===== src/rtl/uart_prog_loader_pkg.sv =====
// rtl/uart_prog_loader_pkg.sv - shared command codes, region codes and state types
// Contents:
//   CMD_PROG / CMD_DATA / CMD_END   command byte values
//   REGION_PROG / REGION_DATA       region bit placed in upg_adr_o[ADDR_W]
//   loader_state_t                  session/word assembly FSM states
//   rx_state_t                      byte receiver FSM states
//   is_region_cmd()                 true for a byte that opens a region transfer
package uart_prog_loader_pkg;

  localparam logic [7:0] CMD_PROG = 8'h00;
  localparam logic [7:0] CMD_DATA = 8'h01;
  localparam logic [7:0] CMD_END  = 8'hFF;

  localparam logic REGION_PROG = 1'b0;
  localparam logic REGION_DATA = 1'b1;

  typedef enum logic [2:0] {
    ST_IDLE,
    ST_CNT_LO,
    ST_CNT_HI,
    ST_WORD,
    ST_WRITE,
    ST_DONE
  } loader_state_t;

  typedef enum logic [1:0] {
    RX_IDLE,
    RX_START,
    RX_DATA,
    RX_STOP
  } rx_state_t;

  function automatic logic is_region_cmd(input logic [7:0] b);
    return (b == CMD_PROG) || (b == CMD_DATA);
  endfunction

endpackage


===== src/rtl/uart_prog_loader_if.sv =====
// rtl/uart_prog_loader_if.sv - upg_* memory write port shared by loader and memories
// Signals:
//   upg_wen_o   one-cycle write strobe
//   upg_adr_o   {region, word address}, ADDR_W+1 bits
//   upg_dat_o   write data
//   upg_done_o  load session finished, fetch may run
// Modports: master (loader drives), slave (memories / fetch observe)
interface uart_prog_loader_if #(
  parameter int ADDR_W = 14
);

  logic              upg_wen_o;
  logic [ADDR_W:0]   upg_adr_o;
  logic [31:0]       upg_dat_o;
  logic              upg_done_o;

  modport master (
    output upg_wen_o,
    output upg_adr_o,
    output upg_dat_o,
    output upg_done_o
  );

  modport slave (
    input upg_wen_o,
    input upg_adr_o,
    input upg_dat_o,
    input upg_done_o
  );

endinterface


===== src/rtl/uart_prog_loader_rx_byte.sv =====
// rtl/uart_prog_loader_rx_byte.sv - 8N1 UART byte receiver with input synchronizer
// Ports:
//   clk, rst     system clock, synchronous active-low reset
//   rx           raw serial line, idle high, asynchronous to clk
//   byte_data    last good byte, held between pulses
//   byte_valid   one-cycle pulse when byte_data is updated
//   stop_err     one-cycle pulse when a stop bit samples low (byte dropped)
module uart_rx_byte
  import uart_prog_loader_pkg::*;
#(
  parameter int CLKS_PER_BIT = 200
) (
  input  logic       clk,
  input  logic       rst,
  input  logic       rx,
  output logic [7:0] byte_data,
  output logic       byte_valid,
  output logic       stop_err
);

  localparam int CW = $clog2(CLKS_PER_BIT);
  localparam logic [CW-1:0] FULL_LAST = CW'(CLKS_PER_BIT - 1);
  localparam logic [CW-1:0] HALF_LAST = CW'(CLKS_PER_BIT / 2 - 1);

  logic          rx_meta;
  logic          rx_sync;
  logic          rx_prev;
  rx_state_t     state_q;
  rx_state_t     state_d;
  logic [CW-1:0] cnt_q;
  logic [2:0]    bit_q;
  logic [7:0]    shift_q;
  logic          tick;   // current bit's sample point is this cycle

  always_comb begin
    state_d = state_q;
    tick    = 1'b0;
    unique case (state_q)
      RX_IDLE: begin
        if (rx_prev && !rx_sync) state_d = RX_START;
      end
      RX_START: begin
        tick = (cnt_q == HALF_LAST);
        // A start bit that is high again at its midpoint was a glitch.
        if (tick) state_d = rx_sync ? RX_IDLE : RX_DATA;
      end
      RX_DATA: begin
        tick = (cnt_q == FULL_LAST);
        if (tick && (bit_q == 3'd7)) state_d = RX_STOP;
      end
      RX_STOP: begin
        tick = (cnt_q == FULL_LAST);
        if (tick) state_d = RX_IDLE;
      end
      default: state_d = RX_IDLE;
    endcase
  end

  always_ff @(posedge clk) begin
    if (!rst) begin
      rx_meta    <= 1'b1;
      rx_sync    <= 1'b1;
      rx_prev    <= 1'b1;
      state_q    <= RX_IDLE;
      cnt_q      <= '0;
      bit_q      <= 3'd0;
      shift_q    <= 8'd0;
      byte_data  <= 8'd0;
      byte_valid <= 1'b0;
      stop_err   <= 1'b0;
    end else begin
      rx_meta    <= rx;
      rx_sync    <= rx_meta;
      rx_prev    <= rx_sync;
      state_q    <= state_d;
      byte_valid <= 1'b0;
      stop_err   <= 1'b0;
      cnt_q      <= (state_q == RX_IDLE || tick) ? '0 : cnt_q + 1'b1;
      if (state_q == RX_START && tick) bit_q <= 3'd0;
      if (state_q == RX_DATA && tick) begin
        shift_q <= {rx_sync, shift_q[7:1]};
        bit_q   <= bit_q + 3'd1;
      end
      if (state_q == RX_STOP && tick) begin
        if (rx_sync) begin
          byte_valid <= 1'b1;
          byte_data  <= shift_q;
        end else begin
          stop_err <= 1'b1;
        end
      end
    end
  end

endmodule


===== src/rtl/uart_prog_loader.sv =====
// rtl/uart_prog_loader.sv - UART bootloader producing the upg_* memory write port
// Ports:
//   clk, rst    system clock, synchronous active-low reset
//   rx          UART serial input from host
//   upg         upg_* write port (master modport)
//   busy        high while a region transfer has words outstanding
//   frame_err   one-cycle pulse on bad stop bit or illegal command byte
module uart_prog_loader
  import uart_prog_loader_pkg::*;
#(
  parameter int CLKS_PER_BIT = 200,
  parameter int ADDR_W       = 14
) (
  input  logic               clk,
  input  logic               rst,
  input  logic               rx,
  uart_prog_loader_if.master upg,
  output logic               busy,
  output logic               frame_err
);

  logic [7:0]    byte_data;
  logic          byte_valid;
  logic          stop_err;

  loader_state_t state_q;
  loader_state_t state_d;
  logic          region_q;
  logic [ADDR_W-1:0] addr_q;
  logic [15:0]   cnt_q;
  logic [31:0]   word_q;
  logic [1:0]    idx_q;
  logic          wen_q;
  logic [ADDR_W:0] adr_q;
  logic [31:0]   dat_q;
  logic          done_q;

  logic          start_session;
  logic          bad_cmd;
  logic          take_byte;

  uart_rx_byte #(
    .CLKS_PER_BIT(CLKS_PER_BIT)
  ) u_rx (
    .clk       (clk),
    .rst       (rst),
    .rx        (rx),
    .byte_data (byte_data),
    .byte_valid(byte_valid),
    .stop_err  (stop_err)
  );

  always_comb begin
    state_d       = state_q;
    start_session = 1'b0;
    bad_cmd       = 1'b0;
    take_byte     = 1'b0;
    unique case (state_q)
      ST_IDLE: begin
        if (byte_valid) begin
          if (is_region_cmd(byte_data)) begin
            start_session = 1'b1;
            state_d       = ST_CNT_LO;
          end else if (byte_data == CMD_END) begin
            state_d = ST_DONE;
          end else begin
            bad_cmd = 1'b1;
          end
        end
      end
      ST_CNT_LO: begin
        if (byte_valid) state_d = ST_CNT_HI;
      end
      ST_CNT_HI: begin
        if (byte_valid) state_d = ({byte_data, cnt_q[7:0]} == 16'd0) ? ST_IDLE : ST_WORD;
      end
      ST_WORD: begin
        if (byte_valid) begin
          take_byte = 1'b1;
          if (idx_q == 2'd3) state_d = ST_WRITE;
        end
      end
      ST_WRITE: begin
        // cnt_q still includes the word being written this cycle.
        state_d = (cnt_q == 16'd1) ? ST_IDLE : ST_WORD;
      end
      ST_DONE: begin
        if (byte_valid && is_region_cmd(byte_data)) begin
          start_session = 1'b1;
          state_d       = ST_CNT_LO;
        end
      end
      default: state_d = ST_IDLE;
    endcase
  end

  always_ff @(posedge clk) begin
    if (!rst) begin
      state_q   <= ST_IDLE;
      region_q  <= REGION_PROG;
      addr_q    <= '0;
      cnt_q     <= 16'd0;
      word_q    <= 32'd0;
      idx_q     <= 2'd0;
      wen_q     <= 1'b0;
      adr_q     <= '0;
      dat_q     <= 32'd0;
      done_q    <= 1'b0;
      busy      <= 1'b0;
      frame_err <= 1'b0;
    end else begin
      state_q   <= state_d;
      wen_q     <= 1'b0;
      frame_err <= stop_err | bad_cmd;

      if (start_session) begin
        region_q <= (byte_data == CMD_DATA) ? REGION_DATA : REGION_PROG;
        addr_q   <= '0;
        idx_q    <= 2'd0;
        done_q   <= 1'b0;
      end

      if (state_q == ST_IDLE && state_d == ST_DONE) done_q <= 1'b1;

      if (state_q == ST_CNT_LO && byte_valid) cnt_q[7:0] <= byte_data;
      if (state_q == ST_CNT_HI && byte_valid) begin
        cnt_q[15:8] <= byte_data;
        busy        <= (state_d == ST_WORD);
      end

      // Bytes enter at the top so byte k ends up at bits [8k+7:8k].
      if (take_byte) begin
        word_q <= {byte_data, word_q[31:8]};
        idx_q  <= idx_q + 2'd1;
        if (idx_q == 2'd3) begin
          wen_q <= 1'b1;
          adr_q <= {region_q, addr_q};
          dat_q <= {byte_data, word_q[31:8]};
        end
      end

      if (state_q == ST_WRITE) begin
        addr_q <= addr_q + 1'b1;
        cnt_q  <= cnt_q - 16'd1;
        if (state_d == ST_IDLE) busy <= 1'b0;
      end
    end
  end

  assign upg.upg_wen_o  = wen_q;
  assign upg.upg_adr_o  = adr_q;
  assign upg.upg_dat_o  = dat_q;
  assign upg.upg_done_o = done_q;

endmodule


===== src/flat_wrapper.sv =====
// flat-port wrapper written by rule: the top's interface ports become plain ports
module uart_prog_loader_flat import uart_prog_loader_pkg::*;
#(
  parameter int CLKS_PER_BIT = 200,
  parameter int ADDR_W       = 14
)
  (clk, rst, rx, busy, frame_err, upg_upg_wen_o, upg_upg_adr_o, upg_upg_dat_o, upg_upg_done_o);
  uart_prog_loader_if #(.ADDR_W(ADDR_W)) upg_i ();
  input  logic clk;
  input  logic rst;
  input  logic rx;
  output logic busy;
  output logic frame_err;
  output wire logic [$bits(upg_i.upg_wen_o)-1:0] upg_upg_wen_o;
  output wire logic [$bits(upg_i.upg_adr_o)-1:0] upg_upg_adr_o;
  output wire logic [$bits(upg_i.upg_dat_o)-1:0] upg_upg_dat_o;
  output wire logic [$bits(upg_i.upg_done_o)-1:0] upg_upg_done_o;
  assign upg_upg_wen_o = upg_i.upg_wen_o;
  assign upg_upg_adr_o = upg_i.upg_adr_o;
  assign upg_upg_dat_o = upg_i.upg_dat_o;
  assign upg_upg_done_o = upg_i.upg_done_o;
  uart_prog_loader #(.CLKS_PER_BIT(CLKS_PER_BIT), .ADDR_W(ADDR_W)) u_core (.clk(clk), .rst(rst), .rx(rx), .upg(upg_i), .busy(busy), .frame_err(frame_err));
endmodule

===== config.mk =====
export PLATFORM = sky130hd
export DESIGN_NAME = uart_prog_loader_flat
export DESIGN_NICKNAME = d
export VERILOG_FILES = /design/src/rtl/uart_prog_loader_pkg.sv /design/src/rtl/uart_prog_loader_if.sv /design/src/rtl/uart_prog_loader_rx_byte.sv /design/src/rtl/uart_prog_loader.sv /design/src/flat_wrapper.sv
export SDC_FILE = /design/constraint.sdc
export NUM_CORES = 1
export LEC_CHECK = 0
export ABC_AREA = 1
export BUFFER_PORTS_ARGS = -buffer_cell sky130_fd_sc_hd__buf_2
export CORE_MARGIN = 10
export CORE_UTILIZATION = 59
export DETAILED_ROUTE_END_ITERATION = 8
export GPL_TIMING_DRIVEN = 0
export PLACE_DENSITY = 0.79
export SYNTH_ARGS = -nofsm -noshare
export SYNTH_HDL_FRONTEND = slang
export SYNTH_SLANG_ARGS = --single-unit

===== constraint.sdc =====
create_clock -name clk -period 1.9 [get_ports clk]
set_input_delay 0.475 -clock clk [delete_from_list [all_inputs] [get_ports clk]]
set_output_delay 0.475 -clock clk [all_outputs]
set_load 0.02 [all_outputs]

# Word level (Yosys, flattened, before mapping)
# Index checks and enable logic that the tools add are counted.
# word_totals
regBits	153
latch_bits	0
ram_bits	0
romBits	0
out_inout_bits	51
word_cells	127
mem_count	0
# classes
add_sub_neg	5
multipliers	0
div_mod_pow	0
order_cmp	0
eq_ne	21
n_shift	0
n_mux	46
bitwise	2
n_reduce_logical	30
# op_table
cell	n
3-bit 2-to-1 mux	10
14-bit 2-to-1 mux	2
1-bit 2-to-1 mux	18
2-bit 2-to-1 mux	9
3-bit case mux with 6 select lines	1
16-bit by 1-bit equality test with 1-bit output, second input constant	1
8-bit equality test, second input constant	2
16-bit logical NOT	1
16-bit 2-to-1 mux	1
8-bit 2-to-1 mux	2
16-bit by 1-bit subtractor with 16-bit output, second input constant	1
14-bit by 1-bit adder with 14-bit output, second input constant	1
3-bit equality test, second input constant	4
2-bit nonzero test	6
3-bit by 2-bit equality test with 1-bit output, second input constant	3
1-bit logical AND	9
8-bit by 1-bit adder with 8-bit output, second input constant	1
8-bit by 1-bit equality test with 1-bit output, second input constant	1
8-bit by 7-bit equality test with 1-bit output, second input constant	1
8-bit logical NOT	1
2-bit != test, second input constant	4
2-bit case mux with 4 select lines	1
2-bit AND reduction	4
2-bit equality test, second input constant	3
13 further kinds	17

# Longest topological paths before layout
# Gate-level depths: netlist (run 1).
# logic_depth
depth_word	9
depth_mapped	10
mapped_depth_nobuf	10

# Hierarchy
# Synthesis (run 1) repeated with hierarchy kept, for this count alone.
# hier_totals
hier_cells	883
area_unflattened_um2	6334.8
# modules_own_cells
module	instances	cells_per_inst	area_per_inst_um2	seq_area_each_um2
uart_prog_loader	1	686	4906.0	2222.1
uart_rx_byte	1	197	1428.9	680.7

# Least setup slack after synthesis (run 1)
# No wires, ideal clock.
# synth_timing
path_type	reg-to-reg
start	register u_core.u_rx.cnt_q[0]
end	register u_core.u_rx.bit_q[1]
t_arrival_ps	1270
slack_ps	498
stages_incl_launch_ff	10
path_cell_list	dfxtp_1 > ha_1 > nand2_2 > nor2_2 > nand2_2 > nor2_4 > nand2_1 > buf_2 > nand3_1 > a21oi_1
# synth_between
elab_chain_cells	4
# synth_lines
element	line	source
from (decl)	uart_prog_loader_rx_byte.sv:30	logic [CW-1:0] cnt_q;
from (signal assigned)	uart_prog_loader_rx_byte.sv:78	cnt_q <= (state_q == RX_IDLE || tick) ? '0 : cnt_q + 1'b1;
8-bit equality test or 8-bit by 7-bit equality test with 1-bit output (tied branches)	uart_prog_loader_rx_byte.sv:48, uart_prog_loader_rx_byte.sv:52, uart_prog_loader_rx_byte.sv:43	
1-bit case mux with 2 select lines *	uart_prog_loader_rx_byte.sv:38	unique case (state_q)
1-bit logical AND (on tied branches)	uart_prog_loader_rx_byte.sv:80, uart_prog_loader_rx_byte.sv:79	
3-bit 2-to-1 mux or 2-bit nonzero test (tied branches)	--	
to (signal assigned)	uart_prog_loader_rx_byte.sv:82	bit_q <= bit_q + 3'd1;
to (decl)	uart_prog_loader_rx_byte.sv:31	logic [2:0] bit_q;
# Every way passes the cells marked *; elsewhere a longest branch is shown, timed or not.
# A chain may end at the register's enable or synchronous reset.

# Worst setup path after layout (run 1)
# layout_timing
start	register u_core.idx_q[0]
end	register u_core.adr_q[6], in the netlist u_core.upg.upg_adr_o[6]
# layout_between
elab_chain_cells	2
# layout_lines
element	line	source
from (decl)	uart_prog_loader.sv:32	logic [1:0] idx_q;
from (signal assigned)	uart_prog_loader.sv:134	idx_q <= idx_q + 2'd1;
2-bit equality test	uart_prog_loader.sv:135	if (idx_q == 2'd3) begin
2-bit AND reduction (no line)	--	
to (signal assigned)	uart_prog_loader.sv:137	adr_q <= {region_q, addr_q};
to (decl)	uart_prog_loader.sv:34	logic [ADDR_W:0] adr_q;
# No other way between the ends.

==> reports/qor.yml, run 1 <==
grt_first_pass_wirelength_mm: 28.1
regToRegSetupSlack_ns: 0.24
nets: 938
cts_setup_buffers: 0
routed_wl_mm: 17.2
finalSetupTns_ns: 0
die_y_microns: 123
drtIter0Drc: 592
synthesis.nets: 866
synth_warnings: 0
finalSetupViolations: 0
area_growth_pct: 16.5
hp-class: "in2reg"
r2r-end: "u_core.upg.upg_adr_o[6]$_SDFFE_PN0P_"
synth-seq-area-share: 0.462
via_count: 6030
routabilityCongestion: 0.900
r2r-start: "u_core.idx_q[0]$_SDFFE_PN0P_"
vias_per_cell: 5.60
irDropWorstVdd_mv: 0.634
clock_latency_ns: 0.54
num_antenna_cells: 0
routedWlPerCell_microns: 16.0
start_kind: "flip-flop"
cts_buffers: 17
drive_gt1_frac: 0.160
synth.avg_cell_area_sq_um: 7.34
powerDensity_nw_per_um2: 887
gr-total-overflow: 0
hpwl_mm: 12.2
grt_pass1_vias: 5746
min_period_ns: 1.66
synth-seq-cells: 145
cts_sinks: 145
relSlewSlack: 0.515
max_freq_mhz: 604
hold_buffers: 0
end_kind: "flip-flop"
final_util: 0.706
fin_crit_sh: 0.871
cts_tree: "built"
crit_required_ns: 2.36
fp-row-count: 37
drv_slew: 0
die_w_microns: 123
synth_cells: 855
initial_core_util: 0.606
core_sq_um: 10400
cp-endpoint: "u_core.upg.upg_adr_o[6]$_SDFFE_PN0P_"
r2r_cells: 7
rsz0062_at_grt: "false"
track_usage: 0.230
power_uw: 6490
leakage_uw: 0.00322
dieArea_sq_um: 15200
cp.arrival_ns: 2.12
io_pins: 54
crit_type: "reg2reg"
grt_max_degree: 19
drt-pass1-iter-count: 9
post_cts_resized: 0
finClkSkew_ns: 0.0109
syn-cell-area_sq_um: 6280
yosysUniqueCellTypes: 41
h-tree-depth: 4
postRouteAntennaNets: 0
io_buffers: 53
clk_pin_slew_ns: 0.07
drcViolationCount: 0
status: "finished clean"
crit_fanout: 10
hold_violations: 0
clockBufferDepth: 2
worstMarginPinSlew_ns: 0.727
antenna_found_initial: 0
setup.worst_path.start: "u_core.idx_q[0]$_SDFFE_PN0P_"
root_buffer: "clkbuf_8"
cap_violations: 0
report_power, final:
part	internal (uW)	switching (uW)	total, uW
logic	27.9	102	129
registers	3050	8.82	3050
clock network	1730	1580	3310
total	4800	1690	6490
how the worst min path moves through the flow:
stage                              startpoint                              to  cells past startpoint
6_report                                   rx  u_core.u_rx.rx_meta$_SDFF_PN1_                      2
5_1_grt                                    rx  u_core.u_rx.rx_meta$_SDFF_PN1_                      2
4_1_cts                                    rx  u_core.u_rx.rx_meta$_SDFF_PN1_                      2
3_5_place_dp   u_core.u_rx.rx_meta$_SDFF_PN1_  u_core.u_rx.rx_sync$_SDFF_PN1_                      1
3_3_place_gp   u_core.u_rx.rx_meta$_SDFF_PN1_  u_core.u_rx.rx_sync$_SDFF_PN1_                      1
2_1_floorplan  u_core.u_rx.rx_meta$_SDFF_PN1_  u_core.u_rx.rx_sync$_SDFF_PN1_                      1
routing by layer:
metal | share of wire | track usage
met1 | 0.43 | 0.287
met2 | 0.47 | 0.378
met3 | 0.069 | 0.0561
met4 | 0.026 | 0.0837
met5 | 0 | 0
metrics by stage:
stage	worst slack [ns]	std cells	instance area [sq um]	hold WS [ns]
after floorplan	0.498	855	6280	0.393
after detailed placement	0.176	1044	6720	0.415
after global routing	0.0841	1076	7320	0.116
final	0.245	1076	7320	0.127
after global placement	0.206	1044	6720	0.413
after CTS	0.260	1076	7320	0.118
critical path: stages, from the launching register on:
cell and delay, ns:
dfxtp_1 0.36, ha_1 0.29, nand2_1 0.11, nor2_2 0.15, buf_4 0.19, buf_2 0.21
o21ai_0 0.12, nor2_1 0.14
cell type report:
type,instances,area [sq um]
fill,874,3050
sequential,145,2900
multi-input combinational,595,2880
clock buffer,17,414
inverter,77,292
timing repair buffer,53,265
buffer,38,205
clock inverter,15,189
tap,136,170
cell families after synthesis:
family	after synthesis	share of synthesized area
flops	145	0.462
compound gates	182	0.154
buf+inv	115	0.0791
xor+xnor	10	0.0139
fa+ha+maj	8	0.0159
simple gates	395	0.275
sequential cells by signal, summed over array words and instances, names as in the netlist, 8 cells and up, named ones only:
register               cells
u_core.upg.upg_dat_o      32
u_core.word_q             24
u_core.cnt_q              16
u_core.upg.upg_adr_o      15
u_core.addr_q             14
u_core.u_rx.byte_data      8
u_core.u_rx.cnt_q          8
u_core.u_rx.shift_q        8
synth_stat cells, drive strengths merged:
cell type  count  area [sq um]
o211ai         1          7.51
a21boi         2          15.0
nor4           1          6.26
nand3b         2          15.0
dfxtp        145          2900
clkinv         1          3.75
buf           27           164
xnor2          2          17.5
or2            4          25.0
inv           76           288
o21ai         78           390
xor2           8          70.1
o21bai         2          15.0
nor3b          2          15.0
a31oi          3          18.8
clkbuf        11          41.3
a21oi         87           435
nand2        174           673
nand3         62           350
nor2         136           551
o22ai          2          12.5
a211oi         4          50.1
nor3           3          20.0
ha             8           100
o221ai         1          8.76
nand4         11          68.8
a22oi          2          15.0
cell usage in the layout, fill, tap and decap left out, drive strengths merged:
cell type,instances
nand2,174
dfxtp,145
nor2,136
a21oi,87
inv,83
buf,80
o21ai,78
nand3,62
clkbuf,28
nand4,11
clkinv,9
xor2,8
ha,8
a211oi,4
or2,4
a31oi,3
nor3,3
a21boi,2
o21bai,2
o22ai,2
xnor2,2
nand3b,2
nor3b,2
a22oi,2
o221ai,1
o211ai,1
nor4,1
(Power assumes the default switching activity.)
==> run 2: changes to the inputs <==
ABC_AREA = unset   (was 1)
==> run 2 against run 1 <==
  * The flow now finishes with violations (setup timing)
  * Fmax fell by 13%
  * Wire length fell by 8.8%
  * Power rose by 2.1%
  * Sequential share of layout area rose by 0.54 points
  * Clock skew fell by 0.0027 ns
  * Register-to-register slack got worse by 0.26 ns
  * Cell count fell by 12%
  * Combinational power fell by 36%
  * Area after synthesis fell by 4.9%
  * Via count fell by 11%
==> reports/qor.yml, run 2 <==
yosysMostFrequentCell: "nand2_1"
initial_core_util: 0.608
crit_type: "reg2reg"
dieArea_sq_um: 14500
netlist_top_cells_area: "dfxtp_1 (49%), nand2_1 (10%), a21oi_1 (7.6%)"
r2r-start: "u_core.cnt_q[9]$_SDFFE_PN0P_"
finalSetupViolations: 1
p_sw_uw: 1440
crit_fanout: 5
regToRegSetupSlack_ns: -0.01
start_kind: "flip-flop"
num_antenna_cells: 0
io_buffers: 53
synth.avg_cell_area_sq_um: 8.25
hold_buffers: 0
drv_slew: 0
track_usage: 0.216
post-synth-top-area-fraction: 0.486
p_clk_frac: 0.528
routabilityCongestion: 0.937
fin_ws_ns: -0.0117
hold_violations: 0
synth_warnings: 0
clock_latency_ns: 0.54
antenna_found_initial: 0
synthesis.nets: 735
routed_wl_mm: 15.7
violations: "setup timing"
worstPathCellList: "or4_4 > or4_4 > a21oi_4 > a41oi_1"
grt_max_degree: 20
fin_crit_sh: 1.01
cp.arrival_ns: 2.31
postRouteAntennaNets: 0
core_sq_um: 9820
holdPathStages: 2
cts_sinks: 145
leakage_uw: 0.00270
synth_ff_type: "dfxtp_1"
synth_area_leader_cell: "dfxtp_1"
fillers: 764
synthTopCellsByCount: "nand2_1 (162), dfxtp_1 (145), a21oi_1 (91), nor2_1 (56), clkbuf_1 (37)"
drt-pass1-iter-count: 6
io_pins: 54
finClkSkew_ns: 0.00822
drtIter0Drc: 512
nets: 812
hp-class: "in2reg"
h-tree-depth: 4
powerDensity_nw_per_um2: 917
min_period_ns: 1.91
status: "complete, but fails checks"
drcViolationCount: 0
drive_gt1_frac: 0.173
path_common_cell: "or4_4"
crit_required_ns: 2.29
layout_common_cells: "nand2_1 (162), dfxtp_1 (141), a21oi_1 (91), buf_2 (58), nor2_1 (55)"
end_kind: "flip-flop"
slowest_stage: "or4_4"
vias_per_cell: 5.69
max_freq_mhz: 523
gr-total-overflow: 0
cts_buffers: 17
via_count: 5384
grt_first_pass_wirelength_mm: 25.8
p_seq_frac: 0.460
synth-seq-cells: 145
cpPeakStageDelay_ns: 0.56
synth_enable_flop_cells: 0
relSlewSlack: 0.576
place_area_sq_um: 6400
p_comb_frac: 0.012
hold_start: "rx"
die_w_microns: 121
r2r_cells: 4
power.internal_uw: 5200
async_flop_share: 0
routedWlPerCell_microns: 16.6
largest_reg_flops: 32
final_util: 0.736
area_growth_pct: 21.1
yosysUniqueCellTypes: 61
grt_pass1_vias: 5334
switching_share: 0.216
clockBufferDepth: 2
setup.worst_path.start: "u_core.cnt_q[9]$_SDFFE_PN0P_"
r2r-end: "u_core.state_q[0]$_SDFF_PN0_"
root_buffer: "clkbuf_8"
die_y_microns: 121
fp-row-count: 36
cts_tree: "built"
syn-cell-area_sq_um: 5970
holdPathEnd: "u_core.u_rx.rx_meta$_SDFF_PN1_"
final_common_cell: "nand2_1"
stdcell_area_sq_um: 7230
cap_violations: 0
rsz0062_at_grt: "true"
hpwl_mm: 10.8
irDropWorstVdd_mv: 0.554
clk_pin_slew_ns: 0.07
synth_cells: 724
synth-seq-area-share: 0.486
worstMarginPinSlew_ns: 0.636
==> run 2: cell types whose count changed after synthesis, moves of 9 or more <==
| cell | change |
|---|---|
| nand3_1 | -39 |
| o21ai_0 | -42 |
| inv_2 | -9 |
| nor2_1 | -70 |
| nor3_1 | +10 |
| o21ai_1 | -12 |
| and3_1 | +9 |
| clkbuf_1 | +26 |
| mux2i_1 | +19 |
| inv_1 | -54 |
==> run 2: stage by stage <==
step           setup TNS (ns)  worst slack (ns)  hold slack [ns]  instances  total power (uW)
2_1_floorplan               0            0.0240            0.386        724              3170
3_3_place_gp            -2.72            -0.142            0.393        910              3190
3_5_place_dp            -4.23            -0.183            0.397        910              3200
4_1_cts               -0.0718           -0.0316            0.109        945              6640
5_1_grt                -0.126           -0.0409            0.123        947              6800
6_report              -0.0117           -0.0117            0.112        947              6630
==> run 2: cells by family after synthesis <==
family                     after synthesis  share of synthesized area
AOI/OAI and AO/OA                      165                      0.163
xor gates and xnor gates                10                     0.0147
adders and majority gates                8                     0.0168
buffers and inverters                   61                     0.0402
DFF                                    145                      0.486
muxes                                   19                     0.0319
and+or+nand+nor                        316                      0.247
==> run 2: cell type report <==
type | instances | area (sq um) | share of cell area
repair buffers | 60 | 318 | 0.0439
plain buffers | 47 | 228 | 0.0315
multi-input cells | 518 | 2940 | 0.406
well taps | 133 | 166 | 0.0230
clock inverters | 12 | 170 | 0.0235
clock buffers | 20 | 455 | 0.0630
inverters | 12 | 47.5 | 0.00657
flip-flops and latches | 145 | 2910 | 0.402
==> run 2: worst max path at each step <==
stage,to,slack [ns],depth (start not counted)
floorplan,u_core.state_q[0]$_SDFF_PN0_,0.02,6
global placement,u_core.u_rx.cnt_q[7]$_SDFF_PP0_,-0.14,5
detailed placement,u_core.addr_q[4]$_SDFFE_PN0P_,-0.18,4
CTS,u_core.state_q[0]$_SDFF_PN0_,-0.03,6
global route,u_core.cnt_q[10]$_SDFFE_PN0P_,-0.04,6
finish,u_core.state_q[0]$_SDFF_PN0_,-0.01,4
==> run 2: worst max-delay path, delay by kind of cell (launching register included) <==
family / cells / cell delay (ns)
DFF: 1 / 0.37
and+or+nand+nor: 2 / 1.11
AOI/OAI and AO/OA: 2 / 0.29
==> run 2: what timing repair did <==
action                     CTS  global route
buffers inserted             4             3
pin swaps                    7             6
setup endpoints to repair   50            95
resized for setup           17            44
==> run 2: routing by layer <==
metal	track usage	vias up	wire length, microns
met5	0	-	0
met4	0.0965	0	360
met3	0.0549	34	1030
met2	0.363	184	7650
met1	0.255	2476	6670
li1	-	2690	-
==> run 2: power groups by stage <==
stage	Sequential [uW]	Combinational (uW)	Clock [uW]
CTS	3050	80.7	3510
global route	3050	91.6	3660
global placement	3120	78.4	0
finish	3050	82.8	3500
detailed placement	3120	80.0	0
floorplan	3110	50.9	0
